$ cat config.mk
export PLATFORM = sky130hd
export DESIGN_NAME = mcu_transpose_buf
export DESIGN_NICKNAME = d
export VERILOG_FILES = /design/src/rtl/mcu_transpose_buf.sv
export SDC_FILE = /design/constraint.sdc
export NUM_CORES = 1
export LEC_CHECK = 0
export BUFFER_PORTS_ARGS = -buffer_cell sky130_fd_sc_hd__buf_2
export CAP_MARGIN = 40
export CORE_MARGIN = 2
export CORE_UTILIZATION = 64
export CTS_BUF_LIST = sky130_fd_sc_hd__clkbuf_4 sky130_fd_sc_hd__clkbuf_8
export CTS_CLUSTER_DIAMETER = 100
export DETAILED_ROUTE_END_ITERATION = 7
export GPL_ROUTABILITY_DRIVEN = 0
export PLACE_DENSITY = 0.82
export SETUP_SLACK_MARGIN = 0.15
export SYNTH_ARGS = -nofsm -noshare
export SYNTH_HDL_FRONTEND = slang
export SYNTH_SLANG_ARGS = --single-unit
$ cat constraint.sdc
create_clock -name clk -period 8.2 [get_ports clk]
set_clock_uncertainty 0.1 [all_clocks]
set_input_delay 1.23 -clock clk [delete_from_list [all_inputs] [get_ports clk]]
set_output_delay 1.23 -clock clk [all_outputs]
set_load 0.01 [all_outputs]
$ cat src/rtl/mcu_transpose_buf.sv
// Ping-pong 8x8 transpose buffer between the MCU line buffer and the column-first 1D DCT.
// Rows are written into one bank while the other bank is read out column by column.
module mcu_transpose_buf #(
  parameter int unsigned DW        = 8,
  parameter int unsigned CHECK_ROW = 1
) (
  input  logic               clk,
  input  logic               reset,
  input  logic [7:0][DW-1:0] di,
  input  logic               di_valid,
  output logic               di_hold,
  input  logic [2:0]         di_cnt,
  output logic [7:0][DW-1:0] do_data,
  output logic               do_valid,
  input  logic               do_hold,
  output logic [2:0]         do_cnt,
  output logic               do_last,
  output logic               row_err
);

  localparam int unsigned NB = 2;
  localparam int unsigned N  = 8;
  localparam int unsigned IW = 3;

  logic [DW-1:0] mem [NB][N][N];
  logic [NB-1:0] bank_full;
  logic          wbank;
  logic          rbank;
  logic [IW-1:0] wrow;
  logic [IW-1:0] rcol;
  logic          wr_xfer;
  logic          rd_xfer;

  // Handshake state comes straight from flags, so di_hold has no path from di_valid.
  assign di_hold  = bank_full[wbank];
  assign do_valid = bank_full[rbank];
  assign wr_xfer  = di_valid & ~di_hold;
  assign rd_xfer  = do_valid & ~do_hold;
  assign do_cnt   = rcol;
  assign do_last  = do_valid & (rcol == IW'(N - 1));

  // Column read: row j of column rcol from the bank being drained.
  always_comb begin
    do_data = '0;
    for (int j = 0; j < int'(N); j++) begin
      do_data[j] = mem[rbank][j][rcol];
    end
  end

  // Sample storage carries no reset; validity is tracked by bank_full alone.
  always_ff @(posedge clk) begin
    if (wr_xfer) begin
      for (int i = 0; i < int'(N); i++) begin
        mem[wbank][wrow][i] <= di[i];
      end
    end
  end

  always_ff @(posedge clk) begin
    if (reset) begin
      bank_full <= '0;
      wbank     <= 1'b0;
      rbank     <= 1'b0;
      wrow      <= '0;
      rcol      <= '0;
      row_err   <= 1'b0;
    end else begin
      if (wr_xfer) begin
        wrow <= IW'(wrow + IW'(1));
        if (wrow == IW'(N - 1)) begin
          bank_full[wbank] <= 1'b1;
          wbank            <= ~wbank;
        end
        if ((CHECK_ROW != 0) && (di_cnt != wrow)) begin
          row_err <= 1'b1;
        end
      end
      // Writer and reader always touch different banks when both complete together.
      if (rd_xfer) begin
        rcol <= IW'(rcol + IW'(1));
        if (rcol == IW'(N - 1)) begin
          bank_full[rbank] <= 1'b0;
          rbank            <= ~rbank;
        end
      end
    end
  end

endmodule
==> key figures <==
Die
  – DIE AREA: 70610 µm²
  – Starting density of the core: 0.6493
  – Die Wd: 265.7 µm
  – DIE HEIGHT: 265.7 µm
  – Row cnt: 95
  – Core Area: 67510 µm²
  – I/O pin total: 142

Critical path
  – Worst R2R End: mem[0][72]
  – Cells along the critical path: buf_16 -> buf_12 -> mux4_2 -> a22oi_1 -> nand2_1 -> buf_2
  – Worst R2R Setup Slack: 4.23 ns
  – R2R depth: 6
  – CP peak stage delay: 0.59 ns
  – Endpoint type of the worst setup path: output pin
  – WP data arrival: 3.65 ns
  – CP required: 6.87 ns
  – Crit-path max FO: 85
  – Crit Reg-Reg Startpoint: wbank
  – Crit path kind: register to output pin
  – Slowest CP cell: mux4_2
  – Setup crit start kind: register

GRT
  – GRT Overall Usage: 0.3313
  – Largest net degree at the start of global routing: 106
  – Overflow left after global routing: 0
  – Initial antenna violation count: 17
  – First-pass GRT wire length: 165.2 mm
  – Vias in the first global route: 25410

Timing
  – Fin. Hold Viols: 0
  – Worst-Margin Slew: 0.9574 ns
  – Max_slew headroom: 0.3618
  – Final Cycle Share: 0.6075
  – Unrepaired setup endpoints after global routing: false
  – Fin. max-slew vios: 0
  – # setup viols final: 0
  – Tmin final: 4.981 ns
  – Setup TNS: 0 ns
  – Achievable Freq: 200.8 MHz

Final layout
  – Net count, final: 2498
  – Share of cells above drive strength 1: 0.3456
  – Area growth from synthesis to layout: 10.96%
  – Fill cells: 3895
  – Non-filler instance count after layout: 3416

Logic synthesis
  – Asr flop ratio synth: 0
  – Post-synth EDFFs: 1024
  – Mapped Nets: 2315
  – Count of state elements after synthesis: 1036
  – Synth Instances: 2240
  – Syn Std Cell Area: 43840 µm²
  – Mean Syn Cell Area: 19.57 µm²
  – Area leader, netlist: edfxtp_1
  – Main area contributors after synthesis: edfxtp_1, mux4_2, a21o_1
  – Distinct cells, synth: 37
  – Ys Warns: 0
  – Register area share after synthesis: 0.7069
  – Synth Flop Type: edfxtp_1
  – Post-synth top area share: 0.7014

Outcome
  – Status: complete, no violations

Worst hold path
  – Hold Path Class: register to register
  – Worst Hold End: row_err
  – Cell count of the worst hold path: 2
  – Hold Startpoint: row_err

Clock tree
  – Clk sinks: 1036
  – TritonCTS clock tree: yes
  – Clock Path Buffers: 3
  – H-tree depth: 4
  – Num CTS Buffers: 160
  – Latest clock arrival within the worst-skew pair: 0.80 ns
  – CTS root buf: clkbuf_8
  – Hold buffers post-CTS: 0
  – Post-cts sizing count: 0
  – Setup bufs post-CTS: 0
  – Worst-path clk slew: 0.06 ns

Routing
  – Pre-antenna DRT Iters: 5
  – Via count: 24440
  – Antenna-violating nets left: 0
  – Starting DRT DRC Count: 3351
  – Via/cell ratio: 7.155
  – Routed WL per cell: 33.25 µm
  – Drt total wl: 113.6 mm
  – DRC: 0

Pwr
  – Lkg Pwr: 16.29 nW
  – Worst IR Drop VDD: 0.1654 mV
  – Pwr dens: 215.4 nW/µm²

Placement
  – Placed instance count: 3134
  – IO buf count: 141
  – Post-DP HPWL: 64.01 mm

Run
  – Max-Cap Viols: 0
==> logic make-up (layout without fill, tap and decap cells) <==
family | Yosys count | count (layout) | share of synthesized area
compound gates | 406 | 406 | 0.06972
xor+xnor | 3 | 3 | 0.0005995
fa+ha+maj | 4 | 4 | 0.001142
buf+inv | 195 | 487 | 0.02052
flops | 1036 | 1036 | 0.7069
mux | 482 | 482 | 0.1895
other cells | 0 | 11 | 0
simple gates | 114 | 114 | 0.01162
==> where the power goes <==
group	leakage, nW	internal, mW	switching (mW)
Clock	1.55	2.11	1.93
Combinational	5.39	0.167	0.346
Sequential	9.35	5.90	0.0168
==> final cells by class <==
cell class                 count  area (µm²)  share of cell area
clock inverter                55       297.8            0.006122
tap                          873        1092             0.02245
clock buffer                 216        2648             0.05443
timing repair buffer         200        1359             0.02793
inverter                      16       60.06            0.001235
multi-input combinational   1009       12160              0.2500
sequential                  1036       31000              0.6372
antenna                       11       27.53           0.0005659
==> how the worst max path moves through the flow <==
| stage | end | depth (start not counted) | slack (ns) |
|---|---|---|---|
| 6_report | do_data[22] | 6 | 3.22 |
| 5_1_grt | do_data[22] | 6 | 3.03 |
| 4_1_cts | do_data[22] | 6 | 3.17 |
| 3_5_place_dp | mem[0][74] | 6 | 3.56 |
| 3_3_place_gp | mem[0][96] | 6 | 3.63 |
| 2_1_floorplan | mem[1][0] | 5 | 2.77 |
==> synthesized netlist by cell type (9+ instances only) <==
cell and count:
a22oi_1 128, buf_2 56, nand2_1 65, a41oi_1 32, inv_1 14, clkbuf_1 97, nor2_1 19, mux4_2 256
mux2_2 144, dfxtp_1 12, a21o_1 224, edfxtp_1 1024, a21oi_1 9, buf_4 10, mux2_1 80
==> through the flow <==
stage	util	hold WS (ns)	setup WS [ns]	cell area, µm²	total power, mW
after floorplan	-	0.3696	2.775	43840	6.289
after global placement	0.6724	0.3341	3.625	45390	6.486
after detailed placement	0.6765	0.3840	3.557	45670	6.525
after CTS	0.7201	0.3930	3.168	48620	10.49
after global routing	0.7201	0.4392	3.031	48620	10.74
final	0.7205	0.3906	3.219	48650	10.48
==> placed cells by master, fill, tap and decap left out, types with 5 or more instances in the layout <==
cell type	count
clkbuf_8	164
nor4_2	6
clkbuf_4	52
mux2_2	144
mux2_1	80
a22oi_1	128
edfxtp_1	1024
nand4_1	5
buf_4	47
buf_16	8
a21o_1	224
nand2_1	65
buf_2	141
dfxtp_1	9
nand3_1	5
a41oi_1	32
diode_2	11
o21ai_0	6
inv_6	6
nor2_4	17
mux4_2	256
clkinvlp_4	6
clkinv_1	32
a21oi_1	9
inv_1	14
clkinv_2	10
==> worst max-delay path: cells and delay by family (launching register included) <==
| kind | cells | cell delay, ns |
|---|---|---|
| and+or+nand+nor | 1 | 0.30 |
| AOI/OAI and AO/OA | 1 | 0.21 |
| DFF | 1 | 0.48 |
| muxes | 1 | 0.59 |
| buffers and inverters | 3 | 1.14 |
==> flip-flops by register name, summed over array words and instances (netlist names), named ones only <==
register and count:
bank_full 2, do_cnt 3, mem 1024, rbank 1
row_err 1, wbank 1, wrow 3
==> metal layers <==
metal	share of wire	GRT usage	vias up
met5	0.00023	0	-
met4	0.048	0.1640	4
met3	0.13	0.08845	333
met2	0.49	0.5256	1754
met1	0.34	0.4309	12590
li1	-	-	9759
Power figures use the tool's default switching activity.
